==> config.mk <==
export PLATFORM = sky130hd
export DESIGN_NAME = cla_seq_adder
export DESIGN_NICKNAME = d
export VERILOG_FILES = /design/src/rtl/cla_seq_adder.sv
export SDC_FILE = /design/constraint.sdc
export NUM_CORES = 1
export LEC_CHECK = 0
export CORE_MARGIN = 4
export CORE_UTILIZATION = 40
export DETAILED_ROUTE_END_ITERATION = 16
export PLACE_DENSITY = 0.68
export SYNTH_ARGS = -nofsm -noshare
export SYNTH_HDL_FRONTEND = slang
export SYNTH_HIERARCHICAL = 1
export SYNTH_SLANG_ARGS = --single-unit
==> constraint.sdc <==
create_clock -name clk -period 4.86 [get_ports clk]
set_clock_uncertainty 0.1 [all_clocks]
set_input_delay 1.458 -clock clk [delete_from_list [all_inputs] [get_ports clk]]
set_output_delay 1.458 -clock clk [all_outputs]
set_load 0.005 [all_outputs]
==> src/rtl/cla_seq_adder.sv <==
// ---------------------------------------------------------------------------
// cla_seq_adder -- sequential W-bit adder/subtractor built around a single
// 4-bit carry-lookahead slice (cla4). One 4-bit slice is processed per clock,
// LSB first, with the carry between slices held in a register.
//
// Handshake: an operation is accepted in IDLE on in_valid && in_ready. It then
// spends NSLICE cycles in RUN, one per slice, and waits in DONE with out_valid
// high until out_ready transfers the result.
//
// Parameters
//   NSLICE     number of 4-bit slices (1..16); operand width W = 4*NSLICE
// Ports
//   clk        rising-edge clock
//   rst        asynchronous active-high reset
//   in_valid   requester offers an operation
//   in_ready   block can accept an operation (high only in IDLE)
//   a, b       operands (unsigned or two's complement)
//   cin        carry-in for addition; ignored when sub=1
//   sub        0: a+b+cin, 1: a-b
//   out_valid  result available (high only in DONE)
//   out_ready  consumer accepts the result
//   sum        W-bit result
//   cout       carry out of the MSB (for subtraction 1 = no borrow)
//   ovf        signed overflow
//   busy       operation in progress or awaiting transfer
// ---------------------------------------------------------------------------

// 4-bit carry-lookahead adder slice: all carries from generate/propagate terms.
module cla4 (
  input  logic [3:0] a_i,
  input  logic [3:0] b_i,
  input  logic       c_i,
  output logic [3:0] s_o,
  output logic       c_o
);
  logic [3:0] g;
  logic [3:0] p;
  logic [3:0] c;

  assign g = a_i & b_i;
  assign p = a_i ^ b_i;

  assign c[0] = c_i;
  assign c[1] = g[0] | (p[0] & c_i);
  assign c[2] = g[1] | (p[1] & g[0]) | (p[1] & p[0] & c_i);
  assign c[3] = g[2] | (p[2] & g[1]) | (p[2] & p[1] & g[0])
              | (p[2] & p[1] & p[0] & c_i);
  assign c_o  = g[3] | (p[3] & g[2]) | (p[3] & p[2] & g[1])
              | (p[3] & p[2] & p[1] & g[0])
              | (p[3] & p[2] & p[1] & p[0] & c_i);

  assign s_o = p ^ c;
endmodule

module cla_seq_adder #(
  parameter int NSLICE = 4
) (
  input  logic                clk,
  input  logic                rst,
  input  logic                in_valid,
  output logic                in_ready,
  input  logic [4*NSLICE-1:0] a,
  input  logic [4*NSLICE-1:0] b,
  input  logic                cin,
  input  logic                sub,
  output logic                out_valid,
  input  logic                out_ready,
  output logic [4*NSLICE-1:0] sum,
  output logic                cout,
  output logic                ovf,
  output logic                busy
);
  localparam int W  = 4 * NSLICE;
  localparam int IW = (NSLICE > 1) ? $clog2(NSLICE) : 1;

  typedef enum logic [1:0] {
    IDLE = 2'd0,
    RUN  = 2'd1,
    DONE = 2'd2
  } state_t;

  state_t          state_q;
  logic [W-1:0]    a_q;
  logic [W-1:0]    b_q;      // effective B: already inverted for subtraction
  logic            carry_q;
  logic [IW-1:0]   idx_q;
  logic [IW-1:0]   idx_d;
  logic [W-1:0]    sum_q;
  logic            ovf_q;
  logic            last_slice;

  // Latched operands split into 4-bit slices for the slice multiplexer.
  logic [3:0] a_sl [NSLICE];
  logic [3:0] b_sl [NSLICE];

  generate
    for (genvar gi = 0; gi < NSLICE; gi++) begin : g_slice
      assign a_sl[gi] = a_q[4*gi +: 4];
      assign b_sl[gi] = b_q[4*gi +: 4];
    end
  endgenerate

  logic [3:0] cla_a;
  logic [3:0] cla_b;
  logic [3:0] cla_s;
  logic       cla_co;

  assign cla_a = a_sl[idx_q];
  assign cla_b = b_sl[idx_q];

  cla4 u_cla4 (
    .a_i (cla_a),
    .b_i (cla_b),
    .c_i (carry_q),
    .s_o (cla_s),
    .c_o (cla_co)
  );

  assign last_slice = (idx_q == IW'(NSLICE - 1));
  // The index saturates on the final slice so it never wraps mid-operation.
  assign idx_d      = last_slice ? idx_q : idx_q + IW'(1);

  always_ff @(posedge clk or posedge rst) begin
    if (rst) begin
      state_q <= IDLE;
      a_q     <= '0;
      b_q     <= '0;
      carry_q <= 1'b0;
      idx_q   <= '0;
      sum_q   <= '0;
      ovf_q   <= 1'b0;
    end else begin
      case (state_q)
        IDLE: begin
          if (in_valid) begin
            a_q     <= a;
            // Subtraction as A + ~B + 1: invert B and force the carry-in.
            b_q     <= sub ? ~b : b;
            carry_q <= sub | cin;
            idx_q   <= '0;
            state_q <= RUN;
          end
        end
        RUN: begin
          for (int k = 0; k < NSLICE; k++) begin
            if (idx_q == IW'(k)) begin
              sum_q[4*k +: 4] <= cla_s;
            end
          end
          carry_q <= cla_co;
          idx_q   <= idx_d;
          if (last_slice) begin
            // Overflow: operands share a sign the result does not.
            ovf_q   <= (a_q[W-1] == b_q[W-1]) && (cla_s[3] != a_q[W-1]);
            state_q <= DONE;
          end
        end
        DONE: begin
          if (out_ready) begin
            state_q <= IDLE;
          end
        end
        default: begin
          state_q <= IDLE;
        end
      endcase
    end
  end

  // Outputs come straight from registers or from the state decode.
  assign in_ready  = (state_q == IDLE);
  assign out_valid = (state_q == DONE);
  assign busy      = (state_q != IDLE);
  assign sum       = sum_q;
  assign cout      = carry_q;
  assign ovf       = ovf_q;

endmodule

-- Yosys cells after proc, flatten, opt, wreduce, memory -nomap -nowiden
Cells that the tools add are included.
- register bits after elaboration: 54
- input port bits: 38
- output and inout port bits: 21
- logic and storage cells: 84
- add/subtract/negate cells: 1
- magnitude comparators: 1
- eq/ne operators: 11
- muxes and demuxes: 16
- bitwise operators: 32
- reduce and logical (&&, ||, !) cells: 13
- operators by type and width (kind ; number):
    bitwise AND 1 bit ; 16
    binary-select mux 4 bit (select 2 bit) ; 2
    2-to-1 mux 16 bit ; 1
    2-to-1 mux 4 bit ; 4
    inverter 16 bit ; 1
    AND reduction 2 bit ; 6
    OR 1 bit ; 11
    2-to-1 mux 2 bit ; 5
    bitwise XOR 4 bit ; 2
    == test 2 bit (second input constant) ; 3
    inequality test 2 bit (second input constant) ; 3
    case mux 2 bit (3 select lines) ; 1
    AND reduction 3 bit ; 2
    bitwise AND 4 bit ; 1
    == test 2 x 1 -> 1 bit (second input constant) ; 2
    logical NOT 2 bit ; 2
    case mux 2 bit (2 select lines) ; 1
    nonzero test 2 bit ; 2
    greater-or-equal comparator 3 bit (second input constant) ; 1
    inverter 2 -> 3 bit ; 1
    adder 2 x 1 -> 2 bit (second input constant) ; 1
    inequality test 2 x 1 -> 1 bit (second input constant) ; 1
    case mux 1 bit (2 select lines) ; 1
    == test 1 bit ; 1
    other kinds (3) ; 3

-- Longest topological paths before layout
Gate-level depths: netlist (run 1).
- word-level depth: 12
- gate-level depth with buffers: 9
- gate-level depth less buffers: 8

-- Modules after synthesis
The synthesis (run 1) kept the hierarchy.
- by module, submodules not included (module ; times used ; cells an instance ; area an instance (um2)):
    cla_seq_adder ; 1 ; 219 ; 2451.1
    cla4 ; 1 ; 17 ; 147.6

-- Least setup slack after synthesis (run 1)
OpenSTA, ideal clock, no wires.
- path type: reg-to-reg
- start: register idx_q[0]
- end: register ovf_q, in the netlist ovf
- setup time: 134 ps
- arrival: 2482 ps
- setup slack: 2144 ps
- cell stages (with the launch flop): 10
- buffers on the path: 1
- cells stage by stage: dfrtp_1 buf_2 mux4_2 ha_1 a21o_1 a31o_1 xor2_1 and3b_1 a21oi_1 o21ai_0
- RTL lines (element ; line ; RTL):
    start: declaration ; 86 ; logic [IW-1:0] idx_q;
    start signal: assignment ; 151 ; idx_q <= idx_d;
    inverter 2 -> 3 bit (implied by the code) (*) ; 108 ; assign cla_a = a_sl[idx_q];
    binary-select mux 4 bit (select 2 bit) (*) ; 108 ;
    2-to-1 mux 4 bit (implied by the code) (*) (2 in series) ; 108 ;
    net cla_a[0] ; 103 ; logic [3:0] cla_a;
    bitwise AND 4 bit or bitwise XOR 4 bit (tied branches) ; 40, 41 ;
    bitwise AND 1 bit, on equally long branches ; 46, 47 ;
    OR 1 bit or bitwise AND 1 bit (tied branches) ; 46, 47 ;
    OR 1 bit (*) ; 47 ; | (p[2] & p[1] & p[0] & c_i);
    bitwise XOR 4 bit (*) ; 52 ; assign s_o = p ^ c;
    net cla_s[3] ; 105 ; logic [3:0] cla_s;
    inequality test 1 bit (*) ; 154 ; ovf_q <= (a_q[W-1] == b_q[W-1]) && (cla_s[3] != a_q[W-1]);
    logical AND 1 bit (*) ; 154 ;
    end signal: assignment ; 154 ;
    end: declaration ; 89 ; logic ovf_q;
The timed path passes the listed nets; every way through them passes the cells marked *. The select of a mux whose other input is x is not followed.
A chain may end at the register's enable or synchronous reset.

-- Final worst setup path (run 1)
- start: register idx_q[0]
- end: register ovf_q, in the netlist ovf
- word-level cells in the longest chain between the ends: 12
- RTL lines (element ; line ; RTL):
    inverter 2 -> 3 bit (implied by the code) (*) ; 108 ;
    binary-select mux 4 bit (select 2 bit) (*) ; 108 ;
    2-to-1 mux 4 bit (implied by the code) (*) (2 in series) ; 108 ;
    net cla_a[2] ; 103 ;
    bitwise XOR 4 bit ; 41 ; assign p = a_i ^ b_i;
    bitwise AND 1 bit, on equally long branches ; 46, 47 ;
    OR 1 bit, or another cell as far along ; 46 ; assign c[3] = g[2] | (p[2] & g[1]) | (p[2] & p[1] & g[0])
    OR 1 bit or bitwise AND 1 bit (tied branches) ; 46, 47 ;
    OR 1 bit (*) ; 47 ;
    bitwise XOR 4 bit (*) ; 52 ;
    net cla_s[3] ; 105 ;
    inequality test 1 bit (*) ; 154 ;
    logical AND 1 bit (*) ; 154 ;
Marks and branches as above.

==> results of run 1 <==
[worst max path at each step]
stage                              start                 end  slack, ns  cells past startpoint
finish              idx_q[0]$_DFFE_PP0P_     ovf$_DFFE_PP0P_       1.71                      8
global route        idx_q[0]$_DFFE_PP0P_     ovf$_DFFE_PP0P_       1.41                      8
CTS                 idx_q[0]$_DFFE_PP0P_     ovf$_DFFE_PP0P_       1.66                      8
detailed placement              in_valid    cout$_DFFE_PP0P_       1.45                      5
global placement                in_valid    cout$_DFFE_PP0P_       1.46                      5
floorplan                            rst  a_q[0]$_DFFE_PP0P_       1.99                      1
[cell type report]
class                      instances  area share
tap                               77      0.0289
sequential                        54       0.405
multi-input combinational        162       0.344
clock buffer                       8      0.0330
inverter                           9      0.0101
timing repair buffer              60       0.179
[cells in the mapped netlist (2+ instances only)]
cell,instances
mux2_2,17
a21oi_1,2
mux4_2,8
nand2_1,71
inv_1,9
buf_2,7
ha_1,8
buf_6,2
dfrtp_1,54
nor2_1,4
o21ai_0,18
clkbuf_1,2
xnor2_1,18
a21o_1,3
[report_power, final]
group | total (mW) | internal [mW] | switching [mW] | leakage, nW
clock network | 0.283 | 0.144 | 0.139 | 0.0575
logic | 1.15 | 0.624 | 0.529 | 0.798
registers | 0.835 | 0.674 | 0.161 | 0.663
total | 2.27 | 1.44 | 0.829 | 1.52
[state kept, by name, summed over array words and instances, names as in the netlist]
name,flops
state_q,2
a_q,16
cout,1
ovf,1
sum,16
b_q,16
idx_q,2
[cell families (layout without fill, tap and decap cells)]
kind of cell / after synthesis / count (layout) / synth area share
buf+inv: 20 / 77 / 0.0380
xor+xnor: 19 / 19 / 0.0640
mux: 25 / 25 / 0.143
fa+ha+maj: 9 / 9 / 0.0462
simple gates: 84 / 84 / 0.135
flops: 54 / 54 / 0.520
compound gates: 25 / 25 / 0.0534
[per-stage QoR]
step | std cells | area [um^2] | hold WS, ns | setup slack [ns] | power (mW)
6_report | 370 | 3340 | 0.381 | 1.71 | 2.27
5_1_grt | 370 | 3340 | 0.416 | 1.41 | 2.49
4_1_cts | 370 | 3340 | 0.384 | 1.66 | 2.30
3_5_place_dp | 362 | 3230 | 0.363 | 1.45 | 2.01
3_3_place_gp | 362 | 3230 | 0.356 | 1.46 | 1.97
2_1_floorplan | 236 | 2600 | 0.340 | 1.99 | 1.61
[metal layers]
metal | global-route usage | vias up | routed length [um]
li1 | - | 890 | -
met1 | 0.186 | 825 | 2310
met2 | 0.234 | 53 | 2350
met3 | 0.0335 | 10 | 256
met4 | 0.0412 | 0 | 76
met5 | 0 | - | 0
[tightest hold or removal path, stage by stage (launching register included)]
cell     delay, ns
dfrtp_1       0.35
nand2_1       0.04
o21ai_0       0.06
==> flow_summary.yaml, run 1 <==
die:
  ios: 59
  start_util: 0.412
  die_width_um: 88.6
  die_h_um: 88.6
  rows: 29
  coreArea_um2: 6310
  die-area_um2: 7850
clock_network:
  postCtsSetupBuffers: 0
  path_clk_slew_ns: 0.09
  ctsResizeCount: 0
  cts_buffers: 5
  clock_latency_ns: 0.30
  cts.sinks: 54
  cts_hold_buf: 0
  cts_tree: "done"
  htreeDepth: 2
  clockBufferDepth: 2
  clockRootBuffer: "clkbuf_8"
worst_hold_path:
  hold_class: "flip-flop to flip-flop"
  whs_endpoint: "b_q[12]$_DFFE_PP0P_"
  hold_depth: 2
  hold_start: "b_q[12]$_DFFE_PP0P_"
worst_setup_path:
  path_class: "flip-flop to flip-flop"
  reg2reg_setup_slack_ns: 1.71
  crit_family: "flip-flops"
  crit_chain: "mux4_2 -> ha_1 -> a21o_1 -> a31o_1 -> xor2_1 -> and3b_1 -> a21oi_1 -> o21ai_0"
  worstSetupStartpointType: "flip-flop"
  cp_slowest_cell: "dfrtp_1"
  cp_data_required_time_ns: 4.94
  worstReg2RegStart: "idx_q[0]$_DFFE_PP0P_"
  r2r-end: "ovf$_DFFE_PP0P_"
  worst_path_largest_cell_delay_ns: 0.79
  endpoint_kind: "flip-flop"
  worst-path-buf-inv: 0
  path_max_fanout: 12
  critPathArrivalTime_ns: 3.23
  worstRegToRegCells: 8
layout:
  seqCellArea_um2: 1350
  n_fill_cell: 559
  multi_input_area_um2: 1150
  synthToLayoutAreaGrowth_pct: 28.4
  final_nets: 339
  final_common_cell: "nand2_1"
  layout_common_cells: "nand2_1 (71), clkdlybuf4s50_1 (58), dfrtp_1 (54)"
  final_util: 0.528
  drive_gt1_frac: 0.126
  antenna_cells: 0
logic_synthesis:
  yosys-top-cells-area: "dfrtp_1 (52%), nand2_1 (10%), mux2_2 (7.4%)"
  seq_area_frac_synth: 0.520
  synth_area_um2: 2600
  syn_nets: 283
  synth_edf_count: 0
  synth.largest_area_cell: "dfrtp_1"
  synth_flop_cell: "dfrtp_1"
  ys_warn_count: 6
  avgSynthCellArea_um2: 11.0
  synth_seq_cells: 54
  synth_top_area_share: 0.520
  async_flop_share: 1.00
  yosysUniqueCellTypes: 27
  syn_inst: 236
placement:
  place_congestion: 0.769
  portBuffers: 58
  dp_hpwl_um: 3710
timing:
  slew_headroom: 0.271
  setup-tns-final_ns: 0
  fin_crit_ns: 3.15
  rsz0062_at_grt: "no"
  fmax_mhz: 318
  worst_pin_slew_ns: 1.09
  fin_crit_sh: 0.648
  final-hold-violation-count: 0
  drv_slew: 0
  setup_viol_count_final: 0
route:
  drt-initial-drc-count: 86
  vias_per_cell: 4.81
  drc: 0
  first_pass_iters: 4
  vias: 1778
  routed_wl_um: 4990
  wl_per_cell_um: 13.5
  postRouteAntennaNets: 0
run_status:
  outcome: "complete, no violations"
global_routing:
  grt-ovfl-total: 0
  grt_pass1_vias: 1775
  grt_pass1_wl_um: 8430
  grt_start_max_net_pins: 55
  track_usage: 0.141
  antenna_found_initial: 0
pwr:
  ir_drop_uv: 382
  p_leak_nw: 1.52
  pwr_density_cell_nw_per_um2: 681
job:
  timing.max_cap.violations: 0
Power figures use the tool's default switching activity.
==> run 2: changes to the inputs <==
Clock period 4.86 ns to 3.29 ns, I/O delays scaled along.
==> run 2 against run 1 <==
Against the previous run:
- worst setup slack worse by 1.4 ns
- sequential power grew 49%
- worst hold slack improved by 0.0027 ns
- die area unchanged
- critical endpoint unchanged
- largest power group unchanged
==> flow_summary.yaml, run 2 (same netlist as run 1, synthesis figures left out) <==
route:
  vias: 1795
  drt-initial-drc-count: 80
  wl_per_cell_um: 13.6
  postRouteAntennaNets: 0
  drc: 0
  first_pass_iters: 4
  vias_per_cell: 4.83
  routed_wl_um: 5070
clock_network:
  clockRootBuffer: "clkbuf_8"
  cts_buffers: 5
  cts_tree: "done"
  cts.sinks: 54
  clock_latency_ns: 0.30
  clockBufferDepth: 2
  htreeDepth: 2
  path_clk_slew_ns: 0.09
  ctsResizeCount: 0
  cts_hold_buf: 0
  postCtsSetupBuffers: 0
job:
  timing.max_cap.violations: 0
worst_hold_path:
  whs_endpoint: "b_q[13]$_DFFE_PP0P_"
  hold_depth: 2
  hold_class: "flip-flop to flip-flop"
  hold_start: "b_q[13]$_DFFE_PP0P_"
timing:
  setup_viol_count_final: 0
  fin_crit_sh: 0.903
  whs_ns: 0.383
  fmax_mhz: 336
  fin_crit_ns: 2.97
  setup-tns-final_ns: 0
  worst_pin_slew_ns: 0.571
  rsz0062_at_grt: "no"
  drv_slew: 0
  final-hold-violation-count: 0
  slew_headroom: 0.618
die:
  start_util: 0.412
  rows: 29
  die_width_um: 88.6
  die-area_um2: 7850
  ios: 59
  coreArea_um2: 6310
  die_h_um: 88.6
global_routing:
  grt-ovfl-total: 0
  grt_start_max_net_pins: 50
  grt_pass1_vias: 1745
  grt_pass1_wl_um: 8500
  antenna_found_initial: 0
  track_usage: 0.142
pwr:
  p_leak_nw: 1.52
  ir_drop_uv: 600
  pwr_density_cell_nw_per_um2: 990
layout:
  antenna_cells: 0
  final_common_cell: "nand2_1"
  stdcell_count: 372
  layout_common_cells: "nand2_1 (71), clkdlybuf4s50_1 (58), dfrtp_1 (54)"
  n_fill_cell: 588
  seqCellArea_um2: 1350
  drive_gt1_frac: 0.125
  synthToLayoutAreaGrowth_pct: 28.4
  multi_input_area_um2: 1150
  final_nets: 342
worst_setup_path:
  worstSetupStartpointType: "flip-flop"
  worstRegToRegCells: 8
  cp_data_required_time_ns: 3.37
  critPathArrivalTime_ns: 3.05
  path_max_fanout: 10
  path_class: "flip-flop to flip-flop"
  reg2reg_setup_slack_ns: 0.32
  worstReg2RegStart: "idx_q[0]$_DFFE_PP0P_"
  r2r-end: "ovf$_DFFE_PP0P_"
  endpoint_kind: "flip-flop"
placement:
  place_congestion: 0.775
  dp_hpwl_um: 3990
  place_inst: 365
  portBuffers: 58
run_status:
  outcome: "complete, no violations"
==> run 2: changes by cell type in the layout (fill, tap and decap cells not counted) <==
cell      change
buf_4         +2
clkbuf_8      -3
buf_12        +1
clkbuf_1      +2
==> run 2: cell type report <==
cell class,instances,share of cell area
well taps,77,0.0289
multi-input cells,162,0.344
flip-flops and latches,54,0.405
clock buffers,7,0.0229
repair buffers,63,0.189
inverters,9,0.0101
==> run 2: power by group <==
group	total (mW)	switching (mW)	internal, mW
Sequential	1.24	0.242	0.996
Clock	0.344	0.197	0.147
Combinational	1.72	0.784	0.937
Total	3.30	1.22	2.08
==> run 2: critical path: stages, from the launching register on <==
cell     delay (ns)
dfrtp_1        0.66
mux4_2         0.57
ha_1           0.36
a21o_1         0.20
a31o_1         0.22
xor2_1         0.34
and3b_1        0.22
a21oi_1        0.10
o21ai_0        0.08
==> run 2: how the worst max path moves through the flow <==
stage	from	endpoint	slack, ns	cells past startpoint
global placement	idx_q[0]$_DFFE_PP0P_	ovf$_DFFE_PP0P_	0.39	8
finish	idx_q[0]$_DFFE_PP0P_	ovf$_DFFE_PP0P_	0.32	8
global route	idx_q[0]$_DFFE_PP0P_	ovf$_DFFE_PP0P_	0.07	8
CTS	idx_q[0]$_DFFE_PP0P_	ovf$_DFFE_PP0P_	0.27	8
detailed placement	idx_q[0]$_DFFE_PP0P_	ovf$_DFFE_PP0P_	0.29	8
floorplan	idx_q[0]$_DFFE_PP0P_	ovf$_DFFE_PP0P_	0.57	9
==> run 2: stage by stage <==
step | util | area (um^2) | setup slack [ns] | power, mW
final | 0.529 | 3340 | 0.318 | 3.30
after global routing | 0.529 | 3340 | 0.0680 | 3.64
after CTS | 0.529 | 3340 | 0.274 | 3.36
after detailed placement | 0.516 | 3260 | 0.289 | 3.02
after global placement | 0.516 | 3260 | 0.392 | 2.94
after floorplan | - | 2600 | 0.574 | 2.38
==> run 2: per-layer routing <==
metal / GRT usage / vias up / wire (um)
met5: 0 / - / 0
met4: 0.0412 / 0 / 67
met3: 0.0372 / 7 / 277
met2: 0.229 / 41 / 2460
met1: 0.190 / 859 / 2270
li1: - / 888 / -
==> run 3: changes to the inputs <==
Settings changed: TNS_END_PERCENT set to 50.
==> results of run 3 <==
No change in the layout: final DEF, timing and power equal those of run 2.
